$ cat src/rtl/ctrl_pkg.sv
// Shared constants for the SAP control sequencer: control-bit positions,
// opcodes and the two fetch-cycle control words.
package ctrl_pkg;

  localparam int HLT_BIT = 15;
  localparam int MI_BIT  = 14;
  localparam int RI_BIT  = 13;
  localparam int RO_BIT  = 12;
  localparam int IO_BIT  = 11;
  localparam int II_BIT  = 10;
  localparam int AI_BIT  = 9;
  localparam int AO_BIT  = 8;
  localparam int EO_BIT  = 7;
  localparam int SU_BIT  = 6;
  localparam int BI_BIT  = 5;
  localparam int OI_BIT  = 4;
  localparam int CE_BIT  = 3;
  localparam int CO_BIT  = 2;
  localparam int J_BIT   = 1;
  localparam int FI_BIT  = 0;

  typedef enum logic [3:0] {
    OP_NOP = 4'h0,
    OP_LDA = 4'h1,
    OP_ADD = 4'h2,
    OP_SUB = 4'h3,
    OP_STA = 4'h4,
    OP_LDI = 4'h5,
    OP_JMP = 4'h6,
    OP_JC  = 4'h7,
    OP_JZ  = 4'h8,
    OP_OUT = 4'hE,
    OP_HLT = 4'hF
  } opcode_e;

  localparam logic [15:0] FETCH0_WORD = 16'h4004;  // MI|CO
  localparam logic [15:0] FETCH1_WORD = 16'h1408;  // RO|II|CE

endpackage

$ cat src/rtl/control_sequencer_if.sv
// Bundle between the sequencer and the clock block / IR / ALU side.
// The master side drives step, opcode, gated clock and ALU status.
interface control_sequencer_if;
  logic        out_clock;
  logic [2:0]  step;
  logic [3:0]  opcode;
  logic        alu_carry;
  logic        alu_zero;
  logic [15:0] ctrl;
  logic        flag_c;
  logic        flag_z;
  logic        halt;
  logic        step_strobe;

  modport master (
    output out_clock, step, opcode, alu_carry, alu_zero,
    input  ctrl, flag_c, flag_z, halt, step_strobe
  );

  modport slave (
    input  out_clock, step, opcode, alu_carry, alu_zero,
    output ctrl, flag_c, flag_z, halt, step_strobe
  );
endinterface

$ cat src/rtl/ctrl_rom.sv
// Combinational microcode lookup: (step, opcode, flags) -> 16-bit control word.
module ctrl_rom
  import ctrl_pkg::*;
(
  input  logic [2:0]  step,
  input  logic [3:0]  opcode,
  input  logic        flag_c,
  input  logic        flag_z,
  output logic [15:0] word
);

  always_comb begin
    // NOTE: default assignment first so no path through the case infers a latch.
    word = '0;
    case (step)
      3'd0: word = FETCH0_WORD;
      3'd1: word = FETCH1_WORD;
      3'd2: begin
        case (opcode)
          OP_LDA, OP_ADD, OP_SUB, OP_STA: word = 16'h4800;  // IO|MI
          OP_LDI: word = 16'h0A00;
          OP_JMP: word = 16'h0802;
          OP_JC:  word = flag_c ? 16'h0802 : 16'h0000;
          OP_JZ:  word = flag_z ? 16'h0802 : 16'h0000;
          OP_OUT: word = 16'h0110;
          OP_HLT: word = 16'h8000;
          default: word = '0;
        endcase
      end
      3'd3: begin
        case (opcode)
          OP_LDA:         word = 16'h1200;
          OP_ADD, OP_SUB: word = 16'h1020;
          OP_STA:         word = 16'h2100;
          default:        word = '0;
        endcase
      end
      3'd4: begin
        case (opcode)
          OP_ADD:  word = 16'h0281;
          OP_SUB:  word = 16'h02C1;
          default: word = '0;
        endcase
      end
      default: word = '0;  // steps 5-7 are not legal counter values
    endcase
  end

endmodule

$ cat src/rtl/control_sequencer.sv
// SAP microcode control unit: registers the control word on every step change,
// latches ALU flags on CPU rising edges when FI is set, and holds a sticky halt.
module control_sequencer
  import ctrl_pkg::*;
(
  input  logic                  system_clock,
  input  logic                  clr,
  control_sequencer_if.slave    bus
);

  logic [2:0]  step_q;
  logic        clk_q;
  logic [15:0] ctrl_q;
  logic        flag_c_q;
  logic        flag_z_q;
  logic        halt_q;
  logic        strobe_q;
  logic [15:0] rom_word;
  logic        step_changed;
  logic        cpu_rise;
  logic [15:0] next_ctrl;

  // The ROM sees the flags as registered before this cycle, so a flag capture
  // in the same cycle cannot steer a JC/JZ decode.
  ctrl_rom u_rom (
    .step   (bus.step),
    .opcode (bus.opcode),
    .flag_c (flag_c_q),
    .flag_z (flag_z_q),
    .word   (rom_word)
  );

  assign step_changed = (bus.step != step_q);
  assign cpu_rise     = bus.out_clock & ~clk_q;
  assign next_ctrl    = step_changed ? rom_word : ctrl_q;

  always_ff @(posedge system_clock or posedge clr) begin
    if (clr) begin
      step_q   <= '0;
      clk_q    <= 1'b0;
      ctrl_q   <= FETCH0_WORD;
      flag_c_q <= 1'b0;
      flag_z_q <= 1'b0;
      halt_q   <= 1'b0;
      strobe_q <= 1'b0;
    end else begin
      // NOTE: non-blocking so every register here sees pre-edge values (e.g. FI of the old ctrl).
      step_q   <= bus.step;
      clk_q    <= bus.out_clock;
      ctrl_q   <= next_ctrl;
      strobe_q <= step_changed;
      if (cpu_rise && ctrl_q[FI_BIT]) begin
        flag_c_q <= bus.alu_carry;
        flag_z_q <= bus.alu_zero;
      end
      halt_q <= halt_q | next_ctrl[HLT_BIT];
    end
  end

  assign bus.ctrl        = ctrl_q;
  assign bus.flag_c      = flag_c_q;
  assign bus.flag_z      = flag_z_q;
  assign bus.halt        = halt_q;
  assign bus.step_strobe = strobe_q;

endmodule

$ cat src/flat_wrapper.sv
// flat-port wrapper written by rule: the top's interface ports become plain ports
module control_sequencer_flat import ctrl_pkg::*;
  (system_clock, clr, bus_out_clock, bus_step, bus_opcode, bus_alu_carry, bus_alu_zero, bus_ctrl, bus_flag_c, bus_flag_z, bus_halt, bus_step_strobe);
  control_sequencer_if bus_i ();
  input  logic system_clock;
  input  logic clr;
  input wire logic [$bits(bus_i.out_clock)-1:0] bus_out_clock;
  input wire logic [$bits(bus_i.step)-1:0] bus_step;
  input wire logic [$bits(bus_i.opcode)-1:0] bus_opcode;
  input wire logic [$bits(bus_i.alu_carry)-1:0] bus_alu_carry;
  input wire logic [$bits(bus_i.alu_zero)-1:0] bus_alu_zero;
  output wire logic [$bits(bus_i.ctrl)-1:0] bus_ctrl;
  output wire logic [$bits(bus_i.flag_c)-1:0] bus_flag_c;
  output wire logic [$bits(bus_i.flag_z)-1:0] bus_flag_z;
  output wire logic [$bits(bus_i.halt)-1:0] bus_halt;
  output wire logic [$bits(bus_i.step_strobe)-1:0] bus_step_strobe;
  assign bus_i.out_clock = bus_out_clock;
  assign bus_i.step = bus_step;
  assign bus_i.opcode = bus_opcode;
  assign bus_i.alu_carry = bus_alu_carry;
  assign bus_i.alu_zero = bus_alu_zero;
  assign bus_ctrl = bus_i.ctrl;
  assign bus_flag_c = bus_i.flag_c;
  assign bus_flag_z = bus_i.flag_z;
  assign bus_halt = bus_i.halt;
  assign bus_step_strobe = bus_i.step_strobe;
  control_sequencer u_core (.system_clock(system_clock), .clr(clr), .bus(bus_i));
endmodule
$ cat config.mk
export PLATFORM = sky130hd
export DESIGN_NAME = control_sequencer_flat
export DESIGN_NICKNAME = d
export VERILOG_FILES = /design/src/rtl/ctrl_pkg.sv /design/src/rtl/control_sequencer_if.sv /design/src/rtl/ctrl_rom.sv /design/src/rtl/control_sequencer.sv /design/src/flat_wrapper.sv
export SDC_FILE = /design/constraint.sdc
export NUM_CORES = 1
export LEC_CHECK = 0
export CAP_MARGIN = 10
export CORE_ASPECT_RATIO = 0.8
export CORE_MARGIN = 5
export CORE_UTILIZATION = 41
export CTS_BUF_LIST = sky130_fd_sc_hd__clkbuf_16
export DETAILED_ROUTE_END_ITERATION = 10
export HOLD_SLACK_MARGIN = 0.12
export MAX_ROUTING_LAYER = met4
export PLACE_DENSITY = 0.74
export REMOVE_ABC_BUFFERS = 1
export SYNTH_ARGS = -nofsm -noshare
export SYNTH_HDL_FRONTEND = slang
export SYNTH_SLANG_ARGS = --single-unit
$ cat constraint.sdc
create_clock -name system_clock -period 1.25 [get_ports system_clock]
set_clock_uncertainty 0.1 [all_clocks]
set_input_delay 0.1875 -clock system_clock [delete_from_list [all_inputs] [get_ports system_clock]]
set_output_delay 0.1875 -clock system_clock [all_outputs]
set_load 0.01 [all_outputs]
# --- After elaboration in Yosys (flattened, before gate mapping) ---
# Index checks and enable logic that the tools add are counted.
classes:
  eq_ne: 15
  mux: 7
  bitwise: 3
  n_reduce_logical: 4
op_table:
  columns: ["op", "count"]
  rows:
  - ["16-bit case mux with 7 select lines", 1]
  - ["16-bit case mux with 5 select lines", 1]
  - ["14-bit case mux with 3 select lines", 1]
  - ["12-bit two-way mux", 2]
  - ["10-bit case mux with 2 select lines", 1]
  - ["4-bit by 3-bit equality test with 1-bit output, second input constant", 4]
  - ["16-bit two-way mux", 1]
  - ["4-bit equality test, second input constant", 3]
  - ["4-bit by 2-bit equality test with 1-bit output, second input constant", 2]
  - ["3-bit by 2-bit equality test with 1-bit output, second input constant", 2]
  - ["4-bit by 1-bit equality test with 1-bit output, second input constant", 1]
  - ["4-bit OR reduction", 1]
  - ["3-bit by 1-bit equality test with 1-bit output, second input constant", 1]
  - ["3-bit equality test, second input constant", 1]
  - ["3-bit logical NOT", 1]
  - ["3-bit != test", 1]
  - ["2-bit OR reduction", 1]
  - ["1-bit AND", 1]
  - ["1-bit logical AND", 1]
  - ["1-bit inverter", 1]
  - ["1-bit OR", 1]
totals:
  ff_bits: 24
  inputBits: 12
  output_inout_bits: 20
  elab_cells: 37

# --- Longest topological paths before layout ---
# Gate-level depths: netlist of run 1.
depth:
  word_depth: 6
  depth_mapped: 7
  depth_no_buf: 5

# --- By module ---
# A second synthesis of run 1 with hierarchy kept.
hier_totals:
  cells_unflattened: 94
  area_unflattened_um2: 1219.9
by_module_without_submodules:
  columns: ["mod", "instances", "cells_per_inst", "area_each_um2", "seq_area_each_um2"]
  rows:
  - ["control_sequencer", 1, 52, 919.6, 603.1]
  - ["ctrl_rom", 1, 42, 300.3, 0.0]

# --- Worst setup path before layout of run 1 ---
# Ideal clock, no wire load.
synth_timing:
  path_kind: "reg2reg"
  startpoint: "register u_core.step_q[2]"
  endpoint: "register u_core.ctrl_q[8], in the netlist u_core.bus.ctrl[8]"
  setup_ns: 0.104
  t_arrival_ns: 1.042
  required_ns: 1.046
  path_slack_ns: 0.004
  path_stages_with_launch: 5
  path_buffers: 1
  period_less_slack_ns: 1.246
  path_cell_list: "dfrtp_1 -> xnor2_1 -> and3_4 -> buf_6 -> o41ai_2"
synth_between:
  elab_chain_len: 1
synth_rtl:
  columns: ["item", "line_no", "rtl"]
  rows:
  - ["from (decl)", "control_sequencer.sv:11", "logic [2:0] step_q;"]
  - ["from (signal assigned)", "control_sequencer.sv:48", "step_q <= bus.step;"]
  - ["3-bit != test", "control_sequencer.sv:33", "assign step_changed = (bus.step != step_q);"]
  - ["to (signal assigned)", "control_sequencer.sv:50", "ctrl_q <= next_ctrl;"]
  - ["to (decl)", "control_sequencer.sv:13", "logic [15:0] ctrl_q;"]
# Every way passes these cells.
# A chain may end at the register's enable or synchronous reset.

# --- Worst setup path after layout of run 1 ---
layout_timing:
  startpoint: "register u_core.step_q[2]"
  endpoint: "register u_core.ctrl_q[6], in the netlist u_core.bus.ctrl[6]"
# Same word-level chain as after synthesis.

==> metrics.csv, run 1 <==
metric,value,unit
Final Hold Fails,0,
final setup fails,13,
prevailing post-synth register cell,dfrtp_1,
Startpoint Class,flop,
Max Cap Violations,0,
CTS tree,built,
Core ar.,2480,sq um
Yosys warning total,0,
DRT antenna net count,0,
most frequent cells in the layout,"20 x dfrtp_1, 19 x dlygate4sd2_1, 13 x buf_4",
Slew HR,76.4,%
largest net degree at the start of global routing,23,
starting density of the core,43.5,%
DR vias,985,
post-synth top area share,46.3,%
DR iter-0 viols,30,
vias in the first global route,999,
GR Overflow Total,0,
sequential area share after synthesis,51.2,%
global-route wire length before repair,4770,microns
I/O Buffers,31,
Tightest Hold Check Type,input pin to async pin,
RR Startpoint,u_core.step_q[2]$_DFF_PP0_,
GRT Overall Usage,16.9,%
Netlist cell types,30,
setup TNS,-0.681,ns
power density over cell area,1020,nW/um^2
Synth Cell Area,1080,sq um
Synth Area per Inst,10.1,sq um
CP endpoint kind,flop,
Worst Path Required,1.31,ns
final worst-path cycle share,108,%
RSZ-0062 raised after global routing,true,
Synth area leaders,"dfrtp_1 46%, nand2_1 5.9%, dfstp_2 4.9%",
Via density,5.24,
async set-or-reset flop fraction in the synthesized netlist,100,%
Max Root-Sink Buffers,2,
crit path DAT,1.41,ns
# fillers,203,
P&R area growth vs syn,58.4,%
largest area contributor in the netlist,dfrtp_1,
setup ws final,-0.0961,ns
Ports,32,
type of the worst setup path,flop to flop,
failing checks,setup timing,
initial antenna violation count,0,
Worst-Margin Slew,0.351,ns
Post-synth EDFFs,0,
die area,3770,sq um
H-tree Lvls,1,
"commonest non-fill, non-tap cell in the layout",dfrtp_1,
Critical Path Start,u_core.step_q[2]$_DFF_PP0_,
post-layout util,68.9,%
WL final,2960,microns
WL/cell,15.7,microns
synthesized flop and latch total,22,
minimum clock period,1.35,ns
Clock Latency Late Sink,0.25,ns
register clock-pin slew on the reported worst setup and hold paths,0.05,ns
status,finished with violations,
routability congestion estimate,0.850,
Peak Freq,0.743,GHz
n_diodes,0,
Chip Width,67.4,microns
CP Max Fanout,5,
VDD IR max,1.21,mV
Power Total,1750,uW
Die H,55.9,microns
TritonCTS buffer count,3,
Rows,16,
Cells after Synth,107,
First-pass DRT Iterations,4,
Detail Placement HPWL,1930,microns
Slew Limit Fails,0,
Total Nets Final,166,
root buf cell,clkbuf_16,
hold slack,0.169,ns
DRC Markers,0,
layout cells sized above 1,36.8,%
CTS sink count,22,
Pleak,0.000844,uW
==> through the flow <==
step | cells | cell area [sq um] | worst slack, ns
after floorplan | 96 | 992 | -0.00864
after global placement | 182 | 1500 | -0.454
after detailed placement | 182 | 1500 | -0.526
after CTS | 188 | 1660 | -0.101
after global routing | 188 | 1710 | -0.143
final | 188 | 1710 | -0.0961
==> power by group <==
part	leakage [uW]	total [uW]	internal, uW	switching, uW
registers	0.000278	766	746	20.0
logic	0.000529	335	161	174
clock network	0.0000370	650	422	229
==> worst max-delay path, cell delays in order, from the launching register on <==
cell and delay (ns):
dfrtp_1 0.40, xnor2_2 0.22, and3_4 0.29, buf_6 0.13, nand2_2 0.06, o31ai_2 0.06
==> final cells by class <==
cell class	count	area, sq um	area share [%]
timing repair buffer	51	457	26.7
clock buffer	3	75.1	4.39
tap	36	45.0	2.63
inverter	6	22.5	1.32
multi-input combinational	70	558	32.6
sequential	22	553	32.3
==> logic make-up (layout without fill, tap and decap cells) <==
kind of cell | count (synthesis) | after routing | synth area share, %
XOR/XNOR | 4 | 4 | 3.25
buffers and inverters | 17 | 60 | 10.2
AO/OA/AOI/OAI | 25 | 25 | 16.6
AND/OR/NAND/NOR | 37 | 39 | 16.7
multiplexers | 2 | 2 | 2.09
flip-flops | 22 | 22 | 51.2
==> registers in the layout (all words and copies together) (netlist names) <==
signal                  cells
u_core.bus.ctrl            14
u_core.step_q               3
u_core.clk_q                1
u_core.bus.flag_z           1
u_core.bus.flag_c           1
u_core.bus.halt             1
u_core.bus.step_strobe      1
==> synthesized netlist by cell type, types with 3 or more instances <==
cell type and n:
buf_2 4, dfrtp_1 20, buf_4 3, o21ai_1 7, nor2_1 8, nand2_1 17, o21ai_0 3, inv_1 6
buf_6 4, o31ai_1 4, xnor2_1 3, nand4_1 5
==> metal layers <==
metal  GRT usage, %  wire length [microns]  vias to the layer above
li1               -                      -                      473
met1           20.3                   1230                      484
met2           28.9                   1540                       28
met3           5.25                    183                        0
met4           1.16                      0                        0
met5              -                      0                        -
==> final timing paths <==
check / to / slack (ns) / cells after the start
hold reg to reg: u_core.bus.halt$_DFF_PP0_ / 0.37 / 2
max in group asynchronous: u_core.bus.ctrl[14]$_DFFE_PP1N_ / 0.66 / 3
setup / recovery: u_core.bus.ctrl[6]$_DFFE_PP0N_ / -0.1 / 5
hold / removal: u_core.bus.ctrl[12]$_DFFE_PP0N_ / 0.17 / 3
min in group system_clock: u_core.clk_q$_DFF_PP0_ / 0.32 / 1
setup reg to reg: u_core.bus.ctrl[6]$_DFFE_PP0N_ / -0.1 / 5
==> what timing repair did <==
action | in CTS | in global routing
pin swaps | 9 | 5
gates cloned | 2 | 0
setup endpoints to repair | 36 | 19
gates resized for setup | 54 | 23
setup buffers | 1 | 0
hold endpoints to repair | 0 | 0
hold buffers | 0 | 0
(Power assumes the default switching activity.)
==> run 2, diff against run 1 <==
- CTS_CLUSTER_SIZE: unset -> 14
==> results of run 2 <==
The final DEF is identical to that of run 1; final timing and power are the same.
